`src/rtl/pdata_seq.sv`:
```
// pdata_seq: host-side sequencer for one bit-serial pdata processing element.
//
// A parallel command (operands A/B, MUL or MUL_ADD, optional readback) is
// serialised into the PE: A goes to data_1 and B goes to data_2, LSB first.
// The arithmetic opcode is issued next. When requested, the PE accumulator
// is then deserialised back into `result`.
//
// Parameters:
//   SIZE   operand width, must match the attached PE
//   ACC_W  accumulator / result width
//
// Ports:
//   clk, rst              clock, synchronous active-high reset
//   start                 command request, accepted only while busy=0
//   cmd_acc               0 = MUL, 1 = MUL_ADD (sampled at accept)
//   cmd_read              1 = read accumulator back (sampled at accept)
//   a_in, b_in            operands (sampled at accept)
//   busy                  high in every non-IDLE state
//   done                  one-cycle pulse in the last busy cycle
//   result                last read-back accumulator value
//   echo_a, echo_b        previous PE data_1 / data_2 contents (optional)
//   pe_opcode, pe_rx      registered opcode and serial data to the PE
//   pe_tx                 serial data from the PE (Z while opcode is NO_OP)
//
// Optional feature: define PDATA_SEQ_ECHO_EN to capture the old PE operands
// that stream out on pe_tx during loading. Without it, echo_a/echo_b read 0.
module pdata_seq #(
  parameter int unsigned SIZE  = 32,
  parameter int unsigned ACC_W = 4 * SIZE
) (
  input  logic             clk,
  input  logic             rst,
  input  logic             start,
  input  logic             cmd_acc,
  input  logic             cmd_read,
  input  logic [SIZE-1:0]  a_in,
  input  logic [SIZE-1:0]  b_in,
  output logic             busy,
  output logic             done,
  output logic [ACC_W-1:0] result,
  output logic [SIZE-1:0]  echo_a,
  output logic [SIZE-1:0]  echo_b,
  output logic [2:0]       pe_opcode,
  output logic             pe_rx,
  input  logic             pe_tx
);

  localparam int unsigned CNT_W  = $clog2(ACC_W + 1);
  localparam int unsigned IDX_W  = (SIZE > 1) ? $clog2(SIZE) : 1;
  localparam int unsigned RIDX_W = (ACC_W > 1) ? $clog2(ACC_W) : 1;

  localparam logic [CNT_W-1:0] LOAD_LAST = CNT_W'(SIZE - 1);
  localparam logic [CNT_W-1:0] READ_LAST = CNT_W'(ACC_W - 1);

  typedef enum logic [2:0] {
    S_IDLE,
    S_LOAD1,
    S_LOAD2,
    S_MATH,
    S_READ,
    S_DONE
  } state_e;

  typedef enum logic [2:0] {
    OP_OUT_DATA1 = 3'd0,
    OP_OUT_DATA2 = 3'd1,
    OP_OUT_RES   = 3'd2,
    OP_MUL       = 3'd5,
    OP_MUL_ADD   = 3'd6,
    OP_NO_OP     = 3'd7
  } opcode_e;

  state_e           state_q, state_d;
  logic [CNT_W-1:0] cnt_q, cnt_d;
  logic [SIZE-1:0]  a_q, a_d;
  logic [SIZE-1:0]  b_q, b_d;
  logic             acc_q, acc_d;
  logic             rd_q, rd_d;
  logic [ACC_W-1:0] sr_q, sr_d;
  logic [ACC_W-1:0] result_q, result_d;
  opcode_e          op_q, op_d;
  logic             rx_q, rx_d;

  logic sample_en;
  logic tx_bit;
  logic load_last;

  // pe_tx may be Z/X outside the phases in which the PE actively drives it;
  // gating it here keeps that from reaching any register.
  assign sample_en = (state_q == S_LOAD1) || (state_q == S_LOAD2) || (state_q == S_READ);
  assign tx_bit    = pe_tx & sample_en;
  assign load_last = (cnt_q == LOAD_LAST);

  always_comb begin
    state_d  = state_q;
    cnt_d    = cnt_q;
    a_d      = a_q;
    b_d      = b_q;
    acc_d    = acc_q;
    rd_d     = rd_q;
    sr_d     = sr_q;
    result_d = result_q;

    case (state_q)
      S_IDLE: begin
        if (start) begin
          a_d     = a_in;
          b_d     = b_in;
          acc_d   = cmd_acc;
          rd_d    = cmd_read;
          cnt_d   = '0;
          state_d = S_LOAD1;
        end
      end
      S_LOAD1: begin
        if (load_last) begin
          cnt_d   = '0;
          state_d = S_LOAD2;
        end else begin
          cnt_d = cnt_q + 1'b1;
        end
      end
      S_LOAD2: begin
        if (load_last) begin
          cnt_d   = '0;
          state_d = S_MATH;
        end else begin
          cnt_d = cnt_q + 1'b1;
        end
      end
      S_MATH: begin
        cnt_d   = '0;
        state_d = rd_q ? S_READ : S_DONE;
      end
      S_READ: begin
        // Writing bit k in read cycle k gives the same final word as a
        // right shift of pe_tx into the MSB over ACC_W cycles.
        sr_d[cnt_q[RIDX_W-1:0]] = tx_bit;
        if (cnt_q == READ_LAST) begin
          result_d = sr_d;
          state_d  = S_DONE;
        end else begin
          cnt_d = cnt_q + 1'b1;
        end
      end
      S_DONE: begin
        state_d = S_IDLE;
      end
      default: begin
        state_d = S_IDLE;
      end
    endcase
  end

  // PE-facing outputs are registered, so they are derived from the state and
  // counter values that become current at the next edge.
  always_comb begin
    op_d = OP_NO_OP;
    rx_d = 1'b0;
    case (state_d)
      S_LOAD1: begin
        op_d = OP_OUT_DATA1;
        rx_d = a_d[cnt_d[IDX_W-1:0]];
      end
      S_LOAD2: begin
        op_d = OP_OUT_DATA2;
        rx_d = b_d[cnt_d[IDX_W-1:0]];
      end
      S_MATH:  op_d = acc_d ? OP_MUL_ADD : OP_MUL;
      S_READ:  op_d = OP_OUT_RES;
      default: op_d = OP_NO_OP;
    endcase
  end

  always_ff @(posedge clk) begin
    if (rst) begin
      state_q  <= S_IDLE;
      cnt_q    <= '0;
      a_q      <= '0;
      b_q      <= '0;
      acc_q    <= 1'b0;
      rd_q     <= 1'b0;
      sr_q     <= '0;
      result_q <= '0;
      op_q     <= OP_NO_OP;
      rx_q     <= 1'b0;
    end else begin
      state_q  <= state_d;
      cnt_q    <= cnt_d;
      a_q      <= a_d;
      b_q      <= b_d;
      acc_q    <= acc_d;
      rd_q     <= rd_d;
      sr_q     <= sr_d;
      result_q <= result_d;
      op_q     <= op_d;
      rx_q     <= rx_d;
    end
  end

  assign busy      = (state_q != S_IDLE);
  assign done      = (state_q == S_DONE);
  assign result    = result_q;
  assign pe_opcode = op_q;
  assign pe_rx     = rx_q;

`ifdef PDATA_SEQ_ECHO_EN
  logic [SIZE-1:0] cap_q, cap_d;
  logic [SIZE-1:0] echo_a_q, echo_a_d;
  logic [SIZE-1:0] echo_b_q, echo_b_d;

  // While an operand is being shifted in, the PE streams out the old value
  // LSB first; one capture register serves both load phases.
  always_comb begin
    cap_d    = cap_q;
    echo_a_d = echo_a_q;
    echo_b_d = echo_b_q;
    if ((state_q == S_LOAD1) || (state_q == S_LOAD2)) begin
      cap_d[cnt_q[IDX_W-1:0]] = tx_bit;
      if (load_last) begin
        if (state_q == S_LOAD1) begin
          echo_a_d = cap_d;
        end else begin
          echo_b_d = cap_d;
        end
      end
    end
  end

  always_ff @(posedge clk) begin
    if (rst) begin
      cap_q    <= '0;
      echo_a_q <= '0;
      echo_b_q <= '0;
    end else begin
      cap_q    <= cap_d;
      echo_a_q <= echo_a_d;
      echo_b_q <= echo_b_d;
    end
  end

  assign echo_a = echo_a_q;
  assign echo_b = echo_b_q;
`else
  assign echo_a = '0;
  assign echo_b = '0;
`endif

endmodule

```
`config.mk`:
```
export PLATFORM = sky130hd
export DESIGN_NAME = pdata_seq
export DESIGN_NICKNAME = d
export VERILOG_FILES = /design/src/rtl/pdata_seq.sv
export SDC_FILE = /design/constraint.sdc
export NUM_CORES = 1
export LEC_CHECK = 0
export ABC_AREA = 1
export CORE_ASPECT_RATIO = 0.75
export CORE_MARGIN = 2
export CORE_UTILIZATION = 65
export DETAILED_ROUTE_END_ITERATION = 12
export DONT_BUFFER_PORTS = 1
export PLACE_DENSITY = 0.81
export SETUP_SLACK_MARGIN = 0.3
export SLEW_MARGIN = 20
export SYNTH_ARGS = -nofsm -noshare
export SYNTH_HDL_FRONTEND = slang
export SYNTH_SLANG_ARGS = --single-unit
```
`constraint.sdc`:
```
create_clock -name clk -period 4.6 [get_ports clk]
set_input_delay 0.69 -clock clk [delete_from_list [all_inputs] [get_ports clk]]
set_output_delay 0.69 -clock clk [all_outputs]
set_load 0.05 [all_outputs]
```
==> results.md, run 1 <==
- Antenna violations before repair: 0
- CTS tree: done
- Hold Violations, Final: 0
- DRT Wirelength: 42.0 mm
- Max transition margin: about a quarter
- Post-synth top flop: dfxtp_1
- Yosys reg bits: roughly 340
- CTS clk-pin slew, worst paths: 0.07 ns
- Post-DRT Antenna Nets: 0
- GRT Max-Usage Layer: met2
- Worst hold path depth: 2
- Worst hold-check path type: in -> reg
- Die X: 187 um
- Synth top area share: 41.5%
- Worst Skew: 0.0243 ns
- Slowest CP cell: buf_4
- Skew-Pair Late Insertion Delay: around 0.52 ns
- Synthesized area per cell: about 7.0 um2
- Drt first pass iters: 6
- Total GRT Usage: 30.5%
- Vert. Die Dim: 141 um
- M2 GR Usage: 46.7%
- Core Region: between 0.02 and 0.025 mm2
- Cts bufs inserted: 34
- Max Cap Viol: 0
- Largest cells by area after synthesis: dfxtp_1 41%, nor2_1 8.6%, o21ai_0 8.0%, inv_1 7.9%, o21bai_1 6.0%
- Ys async rst share: 0%
- Number of flops mapped to enable cells by yosys: 0
- Max VDD drop: 288 uV
- Crit path top cell by count: nand2_1
- Io pins: between 200 and 300
- TNS Setup: 0 ns
- Util after Layout: 68.7%
- Buffers on Ports: 0
- Crit Path Class: reg -> reg
- Finish-stage setup viols: 0
- Grt met3 use: 8.02%
- Iter 0 DRT Violations: 1,872
- Fin crit period: 3.44 ns
- Seq/Total Area, Yosys: 41.5%
- Synthesis-to-layout area growth: 4.62%
- Setup bufs post-CTS: 0
- CP startpoint kind: flop
- Most frequent cells after synthesis: 375 x nor2_1, 343 x inv_1, 337 x dfxtp_1
- Routed len/inst: 16.4 um
- Fmax: 291 MHz
- CTS H-Tree Depth: 2
- Outcome: completed
- WP data arrival: approximately 3.9 ns
- DR vias: 14,600
- Synth Cell Area: 0.0163 mm2
- RSZ-0062 raised after global routing: no
- Worst path cell trace: ha_1 -> nand2_2 -> nor2_8 -> nand3_4 -> buf_4 -> o21ai_0 -> nor4_1 -> inv_1 -> nand2_1 -> nand2_1 -> o21bai_1 -> nand3b_1
- Global route overflow: 0
- Share of cells above drive strength 1: a little over 6%
- Die area: 0.0263 mm2
- Tcrit/Tclk final: 74.7%
- Fin nets: roughly 2,300
- Largest net degree at the start of global routing: 207
- FP Rows: 50
- CTS max path bufs: 3
- Max incr delay on CP: 0.78 ns
- Diode count: 0
- Post-synth cell types: 36
- R2R cell count: 12
- Cell accounting for the most synthesized area: dfxtp_1
- Vias per cell: 5.72
- Worst Path Max Fanout: 91
- Yosys warns: 0
- DP Wirelength: 26.5 mm
- Starting Density: 65.7%
- Met1 Use GR: 42.5%
- PwrDens: 366 mW/mm2
- Crit path required time: 5.05 ns
- Cell at the root of the clock tree: clkbuf_16
- Worst-Margin Slew: 1.11 ns
- Mapped Cells: 2,313
- Vias in the first global route: ~13,000
- Total Power: a little over 6 mW
- Leakage: 8.69 nW
- Final Wtd Congestion: about 0.92
- Remaining DRCs: 0
- Max Slew Vio Count: 0
- Crit. End Element: flop
- CTS Hold Buffers Added: 0
- Post-CTS sizing: 0
- Clock sinks: 337
- First-pass GRT wire length: 66.5 mm
- Most common cell in the synthesized netlist: nor2_1
-- stage by stage --
stage | hold WS (ns) | area (um2) | worst slack [ns] | instances
6_report | 0.333 | 17000 | 1.16 | 2560
5_1_grt | 0.324 | 17000 | 0.888 | 2560
4_1_cts | 0.264 | 17000 | 1.17 | 2560
3_5_place_dp | 0.453 | 15900 | 1.20 | 2501
3_3_place_gp | 0.452 | 15900 | 1.39 | 2501
2_1_floorplan | 0.438 | 16500 | 2.43 | 2376
-- layout make-up --
type,count,area [um2]
Timing Repair Buffer,20,154
Sequential cell,337,6750
Multi-Input combinational cell,1453,7290
Inverter,353,1330
Clock inverter,10,104
Fill cell,2063,7750
Clock buffer,49,978
Tap cell,338,423
-- cells in the final DEF (no fill, tap or decap), types with 2 or more instances in the layout --
master	synthesis	final
clkinv_2	0	10
clkinv_1	2	2
nand2_1	153	152
nand4_1	3	3
nor3_2	0	5
a31oi_1	109	109
dfxtp_1	337	337
nor3_1	10	4
inv_1	343	341
nor2_1	375	375
or2_2	32	32
nand2_2	7	7
conb_1	1	64
a21oi_1	159	159
clkbuf_8	0	5
nor2_4	3	3
buf_4	66	19
clkbuf_16	0	35
inv_2	8	7
o21ai_0	260	260
clkbuf_1	129	9
o21bai_1	129	129
nand3_1	91	91
bufinv_16	0	2
o21ai_1	4	4
nand2_4	5	6
o21a_1	38	38
-- per-layer routing --
metal	vias up	share of wire, %
met2	761	43
met5	-	0
met4	0	2.1
met3	80	11
li1	7065	-
met1	6725	43
-- critical path: cells and delay by family, from the launching register on --
kind | cells | cell delay (ns)
fa+ha+maj | 1 | 0.27
buf+inv | 2 | 0.92
compound gates | 2 | 0.40
flops | 1 | 0.42
simple gates | 7 | 1.25
-- state kept, by name, indices dropped and copies added, names as in the netlist --
| signal | cells |
|---|---|
| result | 128 |
| b_q | 32 |
| a_q | 32 |
| sr_q | 128 |
| rd_q | 1 |
| cnt_q | 8 |
| pe_rx | 1 |
| state_q | 3 |
| pe_opcode | 3 |
| acc_q | 1 |
-- path summary, 6_finish.rpt --
path	slack (ns)	endpoint	from
worst min register to register	0.47	rd_q	rd_q
worst max register to register	1.16	pe_opcode[0]	cnt_q[0]
worst max-delay path	1.16	pe_opcode[0]	cnt_q[0]
worst min-delay path	0.33	rd_q	cmd_read
-- report_power, final --
| group | internal (mW) | switching, mW | total (mW) |
|---|---|---|---|
| clock | 1.59 | 1.14 | 2.73 |
| combinational | 0.129 | 0.376 | 0.505 |
| sequential | 2.97 | 0.0255 | 2.99 |
-- cells by family (layout without fill, tap and decap cells) --
kind of cell,Yosys count,after routing,share of synthesized area (%)
flip-flops,337,337,41.5
XOR/XNOR,1,1,0.0538
other,1,64,0.0230
AO/OA/AOI/OAI,702,702,25.0
adder cells (fa/ha/maj),1,1,0.0769
AND/OR/NAND/NOR,684,684,17.8
buffers and inverters,586,432,15.5
multiplexers,1,1,0.0615
Power figures use the tool's default switching activity.
==> run 2, diff against run 1 <==
Settings changed: CORE_UTILIZATION 65 to 58, PLACE_DENSITY 0.81 to 0.76.
Clock period 4.6 ns to 3 ns, I/O delays scaled along.
==> run 2 against run 1 <==
  * Flip-flop and latch count stayed put
  * Worst hold slack got worse by 0.24 ns
  * Register-to-register slack got worse by 0.67 ns
  * Die area up 12%
  * Maximum frequency rose by 37%
  * Sequential share of layout area is 0.79 points lower
  * Critical endpoint is now sr_q[2]
==> results.md, run 2 (same netlist as run 1, synthesis figures left out) <==
- Most frequent cells in the layout: 375 x nor2_1, 341 x inv_1, 337 x dfxtp_1, 260 x o21ai_0, 159 x a21oi_1 (unchanged)
- Worst Path Max Fanout: 73 (was 91)
- Worst setup margin: 0.498 ns (was 1.16 ns)
- Worst hold path depth: 2 (unchanged)
- Fin nets: 2,297 (was 2,270)
- DR vias: 14,500 (was 14,600)
- Antenna violations before repair: 0 (unchanged)
- Capture point of the worst reg-to-reg path: sr_q[2] (was pe_opcode[0])
- Max Slew Vio Count: 0 (unchanged)
- Clock sinks: 337 (unchanged)
- Fin crit period: 2.50 ns (was 3.44 ns)
- DP Wirelength: 27.1 mm (was 26.5 mm)
- Tcrit/Tclk final: 83.4% (was 74.7%)
- Remaining DRCs: 0 (unchanged)
- Crit path required time: 3.46 ns (was 5.05 ns)
- CP bufs+invs: 6 (was 2)
- FF-to-FF Start: state_q[1] (was cnt_q[0])
- CTS H-Tree Depth: 2 (unchanged)
- PwrDens: 553 mW/mm2 (was 366 mW/mm2)
- CTS max path bufs: 3 (unchanged)
- Hold Violations, Final: 0 (unchanged)
- Worst-Margin Slew: 0.954 ns (was 1.11 ns)
- Max incr delay on CP: 0.67 ns (was 0.78 ns)
- Share of cells above drive strength 1: 7.43% (was 6.21%)
- Final Wtd Congestion: 0.887 (was 0.920)
- Sequential power share: 47.7% (was 48.0%)
- Util after Layout: 62.5% (was 68.7%)
- Largest net degree at the start of global routing: 207 (unchanged)
- Setup slack at placement: 0.0721 ns (was 1.20 ns)
- Vias in the first global route: 12,700 (was 12,900)
- Vert. Die Dim: 149 um (was 141 um)
- Worst path cell trace: inv_2 -> nand2_1 -> nor2_4 -> buf_12 -> clkinv_2 -> buf_4 -> buf_4 -> o21ai_0 -> inv_1 (was ha_1 -> nand2_2 -> nor2_8 -> nand3_4 -> buf_4 -> o21ai_0 -> nor4_1 -> inv_1 -> nand2_1 -> nand2_1 -> o21bai_1 -> nand3b_1)
- Worst Skew: 0.0255 ns (was 0.0243 ns)
- Commonest non-fill, non-tap cell in the layout: nor2_1 (unchanged)
- R2R cell count: 9 (was 12)
- Die area: 0.0294 mm2 (was 0.0263 mm2)
- Hold Path Sink: a_q[2] (was rd_q)
- Worst hold-check path type: in -> reg (unchanged)
- FP Rows: 53 (was 50)
- Buffers on Ports: 0 (unchanged)
- Leakage: 8.86 nW (was 8.69 nW)
- Top delay family on crit path: buffers and inverters (was simple AND/OR/NAND/NOR gates)
- WHS: 0.0928 ns (was 0.333 ns)
- Crit Path Class: reg -> reg (unchanged)
- CTS Hold Buffers Added: 0 (unchanged)
- CP startpoint kind: flop (unchanged)
- Clock power frac: 44.1% (was 43.9%)
- P_int: 7.23 mW (was 4.69 mW)
- Worst Setup SP: state_q[1] (was cnt_q[0])
- Cts bufs inserted: 35 (was 34)
- Final instance area: 0.0174 mm2 (was 0.0170 mm2)
- Crit path top cell by count: buf_4 (was nand2_1)
- Iter 0 DRT Violations: 1,174 (was 1,872)
- Skew-Pair Late Insertion Delay: 0.52 ns (about the same)
- Max Cap Viol: 0 (unchanged)
- WP data arrival: 2.97 ns (was 3.88 ns)
- Routed len/inst: 16.6 um (was 16.4 um)
- Fmax: 400 MHz (was 291 MHz)
- Gate power share: 8.2% (was 8.1%)
- Diode count: 0 (unchanged)
- RSZ-0062 raised after global routing: no (unchanged)
- Crit. End Element: flop (unchanged)
- Cell at the root of the clock tree: clkbuf_16 (unchanged)
- Max VDD drop: 397 uV (was 288 uV)
- Drt first pass iters: 5 (was 6)
- Finish-stage setup viols: 0 (unchanged)
- R2r setup slk: 0.50 ns (was 1.16 ns)
- Die X: 197 um (was 187 um)
- Synthesis-to-layout area growth: 6.74% (was 4.62%)
- CTS tree: done (unchanged)
- Global route overflow: 0 (unchanged)
- TNS Setup: 0 ns (unchanged)
- Starting Density: 58.6% (was 65.7%)
- DP Area: 0.0162 mm2 (was 0.0159 mm2)
- First-pass GRT wire length: 67.7 mm (was 66.5 mm)
- Io pins: 268 (unchanged)
- Max transition margin: 36.4% (was 25.5%)
- Core Region: 0.0278 mm2 (was 0.0248 mm2)
- CTS clk-pin slew, worst paths: 0.07 ns (about the same)
- Net Sw Power: 2.38 mW (was 1.54 mW)
- Slowest CP cell: buf_4 (unchanged)
- Vias per cell: 5.58 (was 5.72)
- DRT Wirelength: 43.3 mm (was 42.0 mm)
- Post-DRT Antenna Nets: 0 (unchanged)
- Outcome: completed (unchanged)
- Net Sw Frac: 24.8% (about the same)
- Total GRT Usage: 28.3% (was 30.5%)
- HP Start: a_in[2] (was cmd_read)
## run 2: changes by cell type in the layout (fill, tap and decap cells not counted), moves of 2 or more
cell        before  now
clkinv_2        10    7
clkbuf_1         9    7
nor3_2           5    7
clkinvlp_4       0    3
buf_12           0    5
buf_4           19   38
## run 2: timing repair
item / in CTS / in global routing
setup endpoints to repair: 4 / 7
setup buffers: 0 / 0
gates resized for setup: 3 / 8
cloned: 0 / 1
## run 2: cell type report
cell class | count | area, um2
clock buffer | 48 | 985
clock inverter | 10 | 113
fill | 2472 | 10400
inverter | 353 | 1330
multi-input combinational | 1453 | 7300
sequential | 337 | 6750
tap | 357 | 447
timing repair buffer | 46 | 449
## run 2: metrics by stage
stage / power, mW / std cells
after CTS: 9.67 / 2603
after floorplan: 5.43 / 2376
final: 9.61 / 2604
after detailed placement: 5.46 / 2545
after global placement: 5.45 / 2545
after global routing: 9.95 / 2604
## run 2: routing by layer
metal / track usage (%) / wire length [um] / vias up
met5: 0 / 0 / -
met4: 8.01 / 1020 / 0
met3: 6.65 / 3830 / 70
met2: 42.7 / 18900 / 557
met1: 40.5 / 19600 / 6769
li1: - / - / 7137
## run 2: worst max path at each step
stage	to	slack (ns)	cells past startpoint
floorplan	pe_rx	0.89	14
global placement	pe_opcode[2]	0.11	13
detailed placement	pe_opcode[2]	0.07	13
CTS	pe_opcode[2]	0.33	13
global route	pe_rx	0.31	17
finish	sr_q[2]	0.50	9
## run 2: power groups by stage
stage | clock [mW] | sequential [mW] | combinational (mW)
CTS | 4.31 | 4.58 | 0.781
global route | 4.50 | 4.59 | 0.868
global placement | 0 | 4.68 | 0.772
floorplan | 0 | 4.68 | 0.751
detailed placement | 0 | 4.68 | 0.778
finish | 4.24 | 4.58 | 0.789
